<file path="src/rtl/imm_enc.sv">
// Immediate encoder: turns a 32-bit constant or branch byte offset into the
// 16-bit immediate plus extender opcode, splitting into a lui/ori pair if needed.
module imm_enc (
    input  logic        clk,
    input  logic        reset,
    input  logic        in_valid,
    output logic        in_ready,
    input  logic [31:0] in_value,
    input  logic        in_kind,
    output logic        out_valid,
    input  logic        out_ready,
    output logic [15:0] out_imm,
    output logic [1:0]  out_eop,
    output logic        out_last,
    output logic        out_err,
    output logic [7:0]  err_cnt
);

    localparam logic [1:0] IDLE  = 2'd0;
    localparam logic [1:0] BEAT0 = 2'd1;
    localparam logic [1:0] BEAT1 = 2'd2;

    localparam logic [1:0] EOP_SEXT  = 2'b00;
    localparam logic [1:0] EOP_ZEXT  = 2'b01;
    localparam logic [1:0] EOP_UPPER = 2'b10;
    localparam logic [1:0] EOP_BR    = 2'b11;

    logic [1:0]  state_q, state_d;
    logic        valid_q, valid_d;
    logic [15:0] imm_q, imm_d;
    logic [1:0]  eop_q, eop_d;
    logic        last_q, last_d;
    logic        err_q, err_d;
    logic [15:0] lo_q, lo_d;
    logic [7:0]  cnt_q, cnt_d;

    logic [15:0] enc_imm_s;
    logic [1:0]  enc_eop_s;
    logic        enc_last_s;
    logic        enc_err_s;
    logic        consume_s;
    logic        accept_s;

    // Encoding of the incoming request, first matching form wins.
    always_comb begin
        enc_imm_s  = 16'h0000;
        enc_eop_s  = EOP_SEXT;
        enc_last_s = 1'b1;
        enc_err_s  = 1'b0;
        if (!in_kind) begin
            if ((&in_value[31:15]) || !(|in_value[31:15])) begin
                enc_imm_s = in_value[15:0];
                enc_eop_s = EOP_SEXT;
            end else if (!(|in_value[31:16])) begin
                enc_imm_s = in_value[15:0];
                enc_eop_s = EOP_ZEXT;
            end else if (!(|in_value[15:0])) begin
                enc_imm_s = in_value[31:16];
                enc_eop_s = EOP_UPPER;
            end else begin
                enc_imm_s  = in_value[31:16];
                enc_eop_s  = EOP_UPPER;
                enc_last_s = 1'b0;
            end
        end else begin
            if ((in_value[1:0] == 2'b00) &&
                ((&in_value[31:17]) || !(|in_value[31:17]))) begin
                enc_imm_s = in_value[17:2];
                enc_eop_s = EOP_BR;
            end else begin
                enc_err_s = 1'b1;
            end
        end
    end

    // Handshake decode: a last beat leaving frees the slot in the same edge.
    always_comb begin
        consume_s = valid_q && out_ready;
        in_ready  = (state_q == IDLE) || (consume_s && last_q);
        accept_s  = in_valid && in_ready;
    end

    // Next-state and output-register loading.
    always_comb begin
        state_d = state_q;
        valid_d = valid_q;
        imm_d   = imm_q;
        eop_d   = eop_q;
        last_d  = last_q;
        err_d   = err_q;
        lo_d    = lo_q;
        cnt_d   = cnt_q;
        if (accept_s) begin
            state_d = BEAT0;
            valid_d = 1'b1;
            imm_d   = enc_imm_s;
            eop_d   = enc_eop_s;
            last_d  = enc_last_s;
            err_d   = enc_err_s;
            lo_d    = in_value[15:0];
        end else if (consume_s) begin
            if (!last_q) begin
                state_d = BEAT1;
                imm_d   = lo_q;
                eop_d   = EOP_ZEXT;
                last_d  = 1'b1;
                err_d   = 1'b0;
            end else begin
                state_d = IDLE;
                valid_d = 1'b0;
            end
        end else begin
            state_d = state_q;
        end
        if (accept_s && enc_err_s && (cnt_q != 8'hFF)) begin
            cnt_d = cnt_q + 8'd1;
        end else begin
            cnt_d = cnt_q;
        end
    end

    // State and output registers.
    always_ff @(posedge clk or negedge reset) begin
        if (!reset) begin
            state_q <= IDLE;
            valid_q <= 1'b0;
            imm_q   <= 16'h0000;
            eop_q   <= 2'b00;
            last_q  <= 1'b0;
            err_q   <= 1'b0;
            lo_q    <= 16'h0000;
            cnt_q   <= 8'h00;
        end else begin
            state_q <= state_d;
            valid_q <= valid_d;
            imm_q   <= imm_d;
            eop_q   <= eop_d;
            last_q  <= last_d;
            err_q   <= err_d;
            lo_q    <= lo_d;
            cnt_q   <= cnt_d;
        end
    end

    assign out_valid = valid_q;
    assign out_imm   = imm_q;
    assign out_eop   = eop_q;
    assign out_last  = last_q;
    assign out_err   = err_q;
    assign err_cnt   = cnt_q;

endmodule

</file>
<file path="config.mk">
export PLATFORM = sky130hd
export DESIGN_NAME = imm_enc
export DESIGN_NICKNAME = d
export VERILOG_FILES = /design/src/rtl/imm_enc.sv
export SDC_FILE = /design/constraint.sdc
export NUM_CORES = 1
export LEC_CHECK = 0
export ABC_AREA = 0
export BUFFER_PORTS_ARGS = -buffer_cell sky130_fd_sc_hd__buf_2
export CORE_MARGIN = 3
export CORE_UTILIZATION = 35
export DETAILED_ROUTE_END_ITERATION = 12
export PLACE_DENSITY = 0.66
export SETUP_SLACK_MARGIN = 0.5
export SYNTH_ARGS = -nofsm -noshare
export SYNTH_HDL_FRONTEND = slang
export SYNTH_SLANG_ARGS = --single-unit
</file>
<file path="constraint.sdc">
create_clock -name clk -period 1.6 [get_ports clk]
set_input_delay 0.08 -clock clk [delete_from_list [all_inputs] [get_ports clk]]
set_output_delay 0.08 -clock clk [all_outputs]
set_load 0.02 [all_outputs]
</file>
==> impl_metrics.env, run 1 <==
export IMPL_drive_above_1_share=0.530
export IMPL_fmax_mhz=617
export IMPL_setup_slack_ns=-0.0196
export IMPL_netlist_area_mm2=0.00250
export IMPL_nNetsFinal=424
export IMPL_die_x_um=90.6
export IMPL_ir_drop_mv=0.798
export IMPL_dp_cells=448
export IMPL_grt_antenna_before_repair=0
export IMPL_drv_slew=0
export IMPL_cp_data_arrival_time_ns=1.83
export IMPL_synth_cells=276
export IMPL_relSlewSlack=0.605
export IMPL_p_leak_nw=2.03
export IMPL_crit_required_ns=1.81
export IMPL_hold_viol_final=0
export IMPL_worstSetupStartpointType="flip-flop"
export IMPL_h_tree_depth=2
export IMPL_maxCapViolCount=0
export IMPL_drt_vias_per_instance=5.35
export IMPL_setup_viol=3
export IMPL_rows=30
export IMPL_dr_total_vias=2583
export IMPL_clock_latency_ns=0.31
export IMPL_ys_ff_latch=47
export IMPL_instances_no_fill=483
export IMPL_coreArea_mm2=0.00687
export IMPL_power_density_mw_per_mm2=1750
export IMPL_io_pins=67
export IMPL_place_congestion=0.868
export IMPL_drt_iter0_drc=259
export IMPL_cts_buffers=5
export IMPL_cts_tree="yes"
export IMPL_worstPathMaxFanout=7
export IMPL_routed_wl_um=9000
export IMPL_syn_num_nets=314
export IMPL_report_power_total_mw=7.09
export IMPL_fin_crit_ns=1.62
export IMPL_drc=0
export IMPL_violations="negative setup slack"
export IMPL_wl_per_cell_um=18.6
export IMPL_cts_sinks=47
export IMPL_cts_root_buf="clkbuf_8"
export IMPL_fillerInstances=562
export IMPL_die_area_mm2=0.00821
export IMPL_rsz0062_at_grt="yes"
export IMPL_path_class="reg2reg"
export IMPL_postRouteAntennaNets=0
export IMPL_start_util=0.365
export IMPL_grt_first_pass_wirelength_um=13600
export IMPL_antenna_cells=0
export IMPL_skew_ns=0.00490
export IMPL_outcome="complete, but fails checks"
export IMPL_drt_pass1_iterations=4
export IMPL_post_route_period_util=1.01
export IMPL_syn_area_per_cell_um2=9.08
export IMPL_cts_clk_slew_worst_paths_ns=0.09
export IMPL_end_kind="flip-flop"
export IMPL_area_growth_pct=62.3
export IMPL_synth_distinct_cells=44
export IMPL_grt_ovfl_total=0
export IMPL_placedInstanceArea_mm2=0.00318
export IMPL_die_y_um=90.6
export IMPL_grtUsageTotal=0.211
export IMPL_place_hpwl_um=5430
export IMPL_tightestPinTransition_ns=0.593
export IMPL_yosys_warnings=0
export IMPL_min_path_type="in2reg"
export IMPL_clock_path_buffers=2
export IMPL_grt_max_degree=25
export IMPL_grt_pass1_vias=2658
export IMPL_fin_hold_ws_ns=0.0204
export IMPL_finish_utilization=0.592
export IMPL_portBuffers=66
export IMPL_yosysSeqAreaShare=0.470
export IMPL_fin_area_mm2=0.00407
-- worst max-delay path, cell delays in order (launching register included) --
cell and delay, ns:
dfrtp_2 0.41, and3_4 0.19, o21a_4 0.21, o2111a_2 0.16, buf_4 0.16, buf_16 0.15, a211o_1 0.23
-- layout by cell type, fill, tap and decap left out, types with 7 or more instances in the layout --
cell | Yosys | routed
buf_2 | 5 | 62
dfrtp_1 | 47 | 43
nand2_1 | 57 | 32
nor2_1 | 45 | 29
buf_4 | 2 | 25
nand2_2 | 0 | 19
mux2i_1 | 16 | 16
buf_6 | 1 | 11
nor2_2 | 0 | 10
o22ai_2 | 7 | 8
a21oi_4 | 0 | 7
clkbuf_8 | 0 | 7
buf_12 | 0 | 7
-- report_power, final --
group          total [mW]  internal, mW  switching [mW]
Combinational        4.09          2.05            2.04
Sequential           2.18          1.75           0.434
Clock               0.826         0.396           0.431
Total                7.09          4.19            2.90
-- timing repair --
item                                    CTS  global route
resized for setup                        46            61
hold buffers                              1             0
cloned                                    8             1
buffers inserted                         13             4
pin swaps                                24            28
endpoints found under the hold margin    23             0
endpoints found under the setup margin   49            51
-- synth_stat cells, drive strengths merged --
cell     count  area [µm²]
nand2       57         214
dfrtp       47        1180
nor2        45         169
a21oi       16        80.1
mux2i       16         160
o22ai       13         125
buf         10        58.8
nand3        7        35.0
xnor2        6        52.6
a31oi        5        31.3
nand4        5        31.3
nor4         5        46.3
clkbuf       4        15.0
o21ai        4        23.8
and2         3        18.8
nand3b       3        22.5
nor3         3        15.0
a221o        2        20.0
a41oi        2        17.5
and3         2        12.5
inv          2        7.51
o21a         2        15.0
o2bb2ai      2        17.5
or4          2        15.0
a211o        1        8.76
a211oi       1        7.51
a21o         1        7.51
a22o         1        8.76
a22oi        1        21.3
and4         1        8.76
ha           1        12.5
mux2         1        11.3
nand2b       1        6.26
nor2b        1        6.26
nor3b        1        7.51
o2111a       1        11.3
o211ai       1        7.51
-- cell type report --
cell class	instances	area [µm²]	area share
multi-input combinational	213	1600	0.393
tap	96	120	0.0295
inverter	2	7.51	0.00185
sequential	47	1180	0.291
timing repair buffer	117	1060	0.260
clock buffer	8	100	0.0246
-- registers in the layout, summed over array words and instances, names as in the netlist --
signal	flops
out_valid	1
lo_q	16
out_eop	2
err_cnt	8
out_imm	16
out_err	1
out_last	1
state_q	2
-- layer usage --
| layer | share of wire | routed length [µm] | global-route usage | vias up |
|---|---|---|---|---|
| met3 | 0.058 | 524 | 0.0483 | 21 |
| li1 | - | - | - | 1204 |
| met2 | 0.50 | 4460 | 0.333 | 98 |
| met4 | 0.032 | 289 | 0.121 | 0 |
| met5 | 0 | 0 | 0 | - |
| met1 | 0.41 | 3730 | 0.264 | 1260 |
-- worst paths after layout --
path	from	end	slack, ns	depth (start not counted)
worst max-delay path	out_last	out_eop[1]	-0.02	6
worst min register to register	lo_q[0]	lo_q[0]	0.47	2
max in group asynchronous	reset	out_valid	0.74	3
worst min-delay path	in_value[3]	lo_q[3]	0.02	3
worst max register to register	out_last	out_eop[1]	-0.02	6
min in group asynchronous	reset	err_cnt[5]	0.29	2
-- metrics by stage --
stage                     setup TNS, ns  setup slack (ns)
final                           -0.0379           -0.0196
after floorplan                       0            0.0629
after CTS                             0            0.0166
after global routing             -0.386           -0.0635
after global placement            -2.35            -0.137
after detailed placement          -2.50            -0.167
-- logic make-up after synthesis --
family / count (synthesis) / share of synthesized area
muxes: 17 / 0.0684
AOI/OAI and AO/OA: 53 / 0.161
buffers and inverters: 16 / 0.0325
DFF: 47 / 0.470
adders and majority gates: 1 / 0.00499
xor gates and xnor gates: 6 / 0.0210
and+or+nand+nor: 136 / 0.243
Power figures use the tool's default switching activity.
==> run 2: changes to the inputs <==
CAP_MARGIN = 25   (was unset)
PLACE_DENSITY = 0.64   (was 0.66)
clock period = 1.9 ns   (was 1.6 ns; I/O delays follow)
==> run 2 against run 1 <==
Net effect: the run now ends clean; highest routed layer unchanged; critical path type unchanged; critical path depth did not move; utilization fell by 6.4 points; hold slack better by 0.012 ns; wire length fell by 15%; power is 25% lower; sequential cell count unchanged; register-to-register slack improved by 0.30 ns.
==> impl_metrics.env, run 2 (same netlist as run 1, synthesis figures left out) <==
export IMPL_outcome="finished, final reports clean"
export IMPL_rr_worst_depth=6
export IMPL_wl_per_cell_um=16.5
export IMPL_path_class="reg2reg"
export IMPL_clockPowerShare=0.160
export IMPL_end_kind="flip-flop"
export IMPL_drive_above_1_share=0.432
export IMPL_sw_frac_of_total=0.402
export IMPL_fin_area_mm2=0.00362
export IMPL_ir_drop_mv=0.590
export IMPL_met3_usage=0.0375
export IMPL_postRouteAntennaNets=0
export IMPL_fmax_mhz=616
export IMPL_cts_sinks=47
export IMPL_maxCapViolCount=0
export IMPL_busiest_layer="met2"
export IMPL_grtUsageTotal=0.187
export IMPL_rows=30
export IMPL_coreArea_mm2=0.00687
export IMPL_drt_vias_per_instance=5.25
export IMPL_power_density_mw_per_mm2=1480
export IMPL_worstPathMaxFanout=8
export IMPL_post_route_period_util=0.854
export IMPL_antenna_cells=0
export IMPL_p_switching_mw=2.15
export IMPL_cts_tree="yes"
export IMPL_fin_crit_ns=1.62
export IMPL_fillerInstances=649
export IMPL_grt_ovfl_total=0
export IMPL_worstSetupStartpointType="flip-flop"
export IMPL_clock_path_buffers=2
export IMPL_pwr_share_seq=0.336
export IMPL_clock_latency_ns=0.30
export IMPL_area_growth_pct=44.6
export IMPL_setup_slack_ns=0.277
export IMPL_layout_common_cells="buf_2 (65), nand2_1 (56), dfrtp_1 (43), nor2_1 (38), buf_4 (22)"
export IMPL_grt_pass1_vias=2397
export IMPL_rrSetupSlack_ns=0.28
export IMPL_place_congestion=0.880
export IMPL_dr_total_vias=2434
export IMPL_grt_max_degree=24
export IMPL_nNetsFinal=405
export IMPL_p_comb_frac=0.503
export IMPL_drv_slew=0
export IMPL_die_x_um=90.6
export IMPL_instances_no_fill=464
export IMPL_crit_required_ns=2.08
export IMPL_met1_usage=0.247
export IMPL_drt_pass1_iterations=4
export IMPL_startpoint="out_valid"
export IMPL_min_path_type="in2reg"
export IMPL_placedInstanceArea_mm2=0.00305
export IMPL_tightestPinTransition_ns=0.584
export IMPL_tns_ns=0
export IMPL_rsz0062_at_grt="yes"
export IMPL_r2r_end="out_imm[1]"
export IMPL_cp_data_arrival_time_ns=1.80
export IMPL_met2_usage=0.305
export IMPL_start_util=0.365
export IMPL_place_hpwl_um=5110
export IMPL_p_leak_nw=1.78
export IMPL_dp_cells=435
export IMPL_relSlewSlack=0.611
export IMPL_drc=0
export IMPL_die_area_mm2=0.00821
export IMPL_cts_clk_slew_worst_paths_ns=0.09
export IMPL_grt_first_pass_wirelength_um=12300
export IMPL_skew_ns=0.0112
export IMPL_setup_viol=0
export IMPL_layout_commonest_cell="buf_2"
export IMPL_cts_buffers=5
export IMPL_hold_viol_final=0
export IMPL_post_place_ws_ns=0.182
export IMPL_r2r_start="out_valid"
export IMPL_grt_antenna_before_repair=0
export IMPL_crit_end="out_imm[1]"
export IMPL_io_pins=67
export IMPL_cts_root_buf="clkbuf_8"
export IMPL_p_int_mw=3.20
export IMPL_die_y_um=90.6
export IMPL_h_tree_depth=2
export IMPL_portBuffers=66
export IMPL_routed_wl_um=7660
export IMPL_drt_iter0_drc=141
export IMPL_finish_utilization=0.527
[run 2: cell types whose count changed in the layout (fill, tap and decap cells not counted), sizes merged]
cell	delta
buf	-17
bufbuf	-2
bufinv	+2
clkbuf	-2
[run 2: cell type report]
type / instances / area [µm²] / share of cell area
clock buffers: 6 / 72.6 / 0.0200
flip-flops and latches: 47 / 1180 / 0.326
well taps: 96 / 120 / 0.0332
inverters: 2 / 7.51 / 0.00207
multi-input cells: 213 / 1500 / 0.415
repair buffers: 98 / 678 / 0.187
clock inverters: 2 / 60.1 / 0.0166
[run 2: worst max-delay path: stages (launching register included)]
cell       delay, ns
dfrtp_2         0.41
and3_4          0.20
o21a_4          0.21
o2111a_2        0.16
buf_12          0.15
o2bb2ai_2       0.11
a221o_1         0.26
[run 2: metal layers]
metal,wire (µm),vias to the layer above
li1,-,1159
met4,125,0
met3,301,11
met5,0,-
met1,3350,1209
met2,3880,55
[run 2: repair_timing]
action,in CTS,in global routing
setup buffers,13,5
endpoints found under the setup margin,26,33
cloned,1,1
pin swaps,14,11
hold buffers,1,0
resized for setup,21,25
hold endpoints to repair,12,0
[run 2: worst min-delay path by stage]
stage          slack, ns   startpoint         end  cells past startpoint
5_1_grt             0.02  in_value[1]     lo_q[1]                      3
4_1_cts             0.02  in_value[1]     lo_q[1]                      3
2_1_floorplan      -0.20        reset  err_cnt[0]                      0
3_5_place_dp        0.01        reset  err_cnt[2]                      1
3_3_place_gp       0.006        reset  err_cnt[5]                      1
6_report            0.03  in_value[1]     lo_q[1]                      3
[run 2: power by group through the flow]
stage | clock (mW) | sequential, mW | combinational [mW]
after floorplan | 0 | 2.09 | 1.14
after global placement | 0 | 1.80 | 2.13
after detailed placement | 0 | 1.81 | 2.15
after CTS | 0.880 | 1.78 | 2.46
after global routing | 0.923 | 1.86 | 2.93
final | 0.857 | 1.80 | 2.69
[run 2: metrics by stage]
stage               hold WS (ns)  power, mW
floorplan                 -0.201       3.23
global placement         0.00571       3.93
detailed placement        0.0113       3.96
CTS                       0.0235       5.12
global route              0.0238       5.71
finish                    0.0324       5.35
==> run 3: changes to the inputs <==
RECOVER_POWER = 50   (was unset)
==> run 3 against run 2 <==
Net effect: worst setup slack barely moved; wire length barely moved; clock skew barely moved; register-to-register slack barely moved; design area fell by 0.73%; non-clock buffer count did not move; clock power rose by 0.5%; critical path depth did not move; largest cell class unchanged; largest power group unchanged.
==> impl_metrics.env, run 3 (same netlist as run 1, synthesis figures left out) <==
export IMPL_outcome="finished, final reports clean"
export IMPL_post_route_period_util=0.854
export IMPL_path_class="reg2reg"
export IMPL_worstPathMaxFanout=8
export IMPL_worstSetupStartpointType="flip-flop"
export IMPL_drt_iter0_drc=139
export IMPL_layout_commonest_cell="nand2_1"
export IMPL_grt_max_degree=24
export IMPL_grt_first_pass_wirelength_um=12300
export IMPL_die_x_um=90.6
export IMPL_drt_vias_per_instance=5.26
export IMPL_drive_above_1_share=0.386
export IMPL_sw_frac_of_total=0.407
export IMPL_skew_ns=0.0110
export IMPL_die_y_um=90.6
export IMPL_setup_viol=0
export IMPL_portBuffers=66
export IMPL_rrSetupSlack_ns=0.28
export IMPL_fillerInstances=655
export IMPL_dr_total_vias=2441
export IMPL_nNetsFinal=405
export IMPL_start_util=0.365
export IMPL_tightestPinTransition_ns=0.747
export IMPL_power_density_mw_per_mm2=1480
export IMPL_clock_path_buffers=2
export IMPL_rows=30
export IMPL_cts_tree="yes"
export IMPL_clockPowerShare=0.162
export IMPL_cts_clk_slew_worst_paths_ns=0.09
export IMPL_r2r_start="out_valid"
export IMPL_cts_sinks=47
export IMPL_routed_wl_um=7650
export IMPL_whs_path_depth=3
export IMPL_fmax_mhz=616
export IMPL_grt_pass1_vias=2397
export IMPL_r2r_end="out_imm[1]"
export IMPL_clock_latency_ns=0.30
export IMPL_relSlewSlack=0.502
export IMPL_postRouteAntennaNets=0
export IMPL_place_congestion=0.880
export IMPL_cpPeakStageDelay_ns=0.41
export IMPL_pwr_share_seq=0.340
export IMPL_ir_drop_mv=0.591
export IMPL_p_comb_frac=0.498
export IMPL_antenna_cells=0
export IMPL_rsz0062_at_grt="yes"
export IMPL_area_growth_pct=43.6
export IMPL_maxCapViolCount=0
export IMPL_p_switching_mw=2.16
export IMPL_end_kind="flip-flop"
export IMPL_hold_path_startpoint="in_value[1]"
export IMPL_drt_pass1_iterations=4
export IMPL_cts_buffers=5
export IMPL_wl_per_cell_um=16.5
export IMPL_tns_ns=0
export IMPL_path_cells="and3_4 > o21a_4 > o2111a_2 > buf_12 > o2bb2ai_2 > a221o_1"
export IMPL_coreArea_mm2=0.00687
export IMPL_cts_root_buf="clkbuf_8"
export IMPL_holdPathEnd="lo_q[1]"
export IMPL_report_power_total_mw=5.31
export IMPL_min_path_type="in2reg"
export IMPL_grt_antenna_before_repair=0
export IMPL_die_area_mm2=0.00821
export IMPL_io_pins=67
export IMPL_place_hpwl_um=5110
export IMPL_hold_viol_final=0
export IMPL_drc=0
export IMPL_fin_crit_ns=1.62
export IMPL_p_leak_nw=1.73
export IMPL_rr_worst_depth=6
export IMPL_cp_slowest_cell="dfrtp_2"
export IMPL_layout_common_cells="nand2_1 (56), buf_2 (49), dfrtp_1 (43), nor2_1 (38), buf_4 (20)"
export IMPL_grt_ovfl_total=0
export IMPL_h_tree_depth=2
export IMPL_cp_data_arrival_time_ns=1.80
export IMPL_crit_required_ns=2.08
export IMPL_p_int_mw=3.15
export IMPL_grtUsageTotal=0.187
export IMPL_drv_slew=0
-- run 3: cell types whose count changed in the layout (fill, tap and decap cells not counted) --
cell      previous run  this run
buf_2               65        49
buf_4               22        20
clkbuf_1             1        18
clkbuf_2             0         1
-- run 3: power groups by stage --
stage          sequential [mW]  clock [mW]  combinational (mW)
6_report                  1.81       0.861                2.64
5_1_grt                   1.87       0.923                2.89
2_1_floorplan             2.09           0                1.14
4_1_cts                   1.78       0.880                2.46
3_3_place_gp              1.80           0                2.13
3_5_place_dp              1.81           0                2.15
-- run 3: critical path: cells and delay by family, from the launching register on --
kind,cells,cell delay (ns)
compound gates,4,0.74
simple gates,1,0.20
flops,1,0.41
buf+inv,1,0.15
-- run 3: worst max path at each step --
stage | slack, ns | endpoint | start
final | 0.28 | out_imm[1] | out_valid
after global routing | 0.22 | lo_q[2] | reset
after CTS | 0.29 | out_imm[1] | out_valid
after detailed placement | 0.18 | out_imm[1] | in_value[24]
after global placement | 0.19 | err_cnt[1] | in_value[20]
after floorplan | 0.36 | out_imm[14] | out_last
-- run 3: repair_timing --
action / 4_1_cts / 5_1_grt
buffers inserted: 13 / 5
cloned: 1 / 1
resized for setup: 21 / 25
hold buffers: 1 / 0
hold endpoints to repair: 12 / 0
pin swaps: 14 / 11
endpoints found under the setup margin: 26 / 33
-- run 3: through the flow --
step | hold WS [ns] | setup slack (ns) | instances | utilization | cell area, µm²
2_1_floorplan | -0.201 | 0.363 | 276 | - | 2590
3_3_place_gp | 0.00571 | 0.187 | 435 | 0.445 | 3050
3_5_place_dp | 0.0113 | 0.182 | 435 | 0.445 | 3050
4_1_cts | 0.0235 | 0.294 | 458 | 0.498 | 3420
5_1_grt | 0.0238 | 0.220 | 464 | 0.523 | 3600
6_report | 0.0299 | 0.278 | 464 | 0.523 | 3600
-- run 3: final cells by class --
| cell class | instances | area [µm²] | area share |
|---|---|---|---|
| Multi-Input combinational cell | 213 | 1500 | 0.418 |
| Sequential cell | 47 | 1180 | 0.328 |
| Timing Repair Buffer | 98 | 652 | 0.181 |
| Tap cell | 96 | 120 | 0.0334 |
| Clock buffer | 6 | 72.6 | 0.0202 |
| Clock inverter | 2 | 60.1 | 0.0167 |
| Inverter | 2 | 7.51 | 0.00209 |
-- run 3: layer usage --
metal	vias up	wire, µm	GRT usage
met5	-	0	0
met4	0	146	0.0599
met3	15	321	0.0375
met2	56	3850	0.305
met1	1207	3340	0.247
li1	1163	-	-
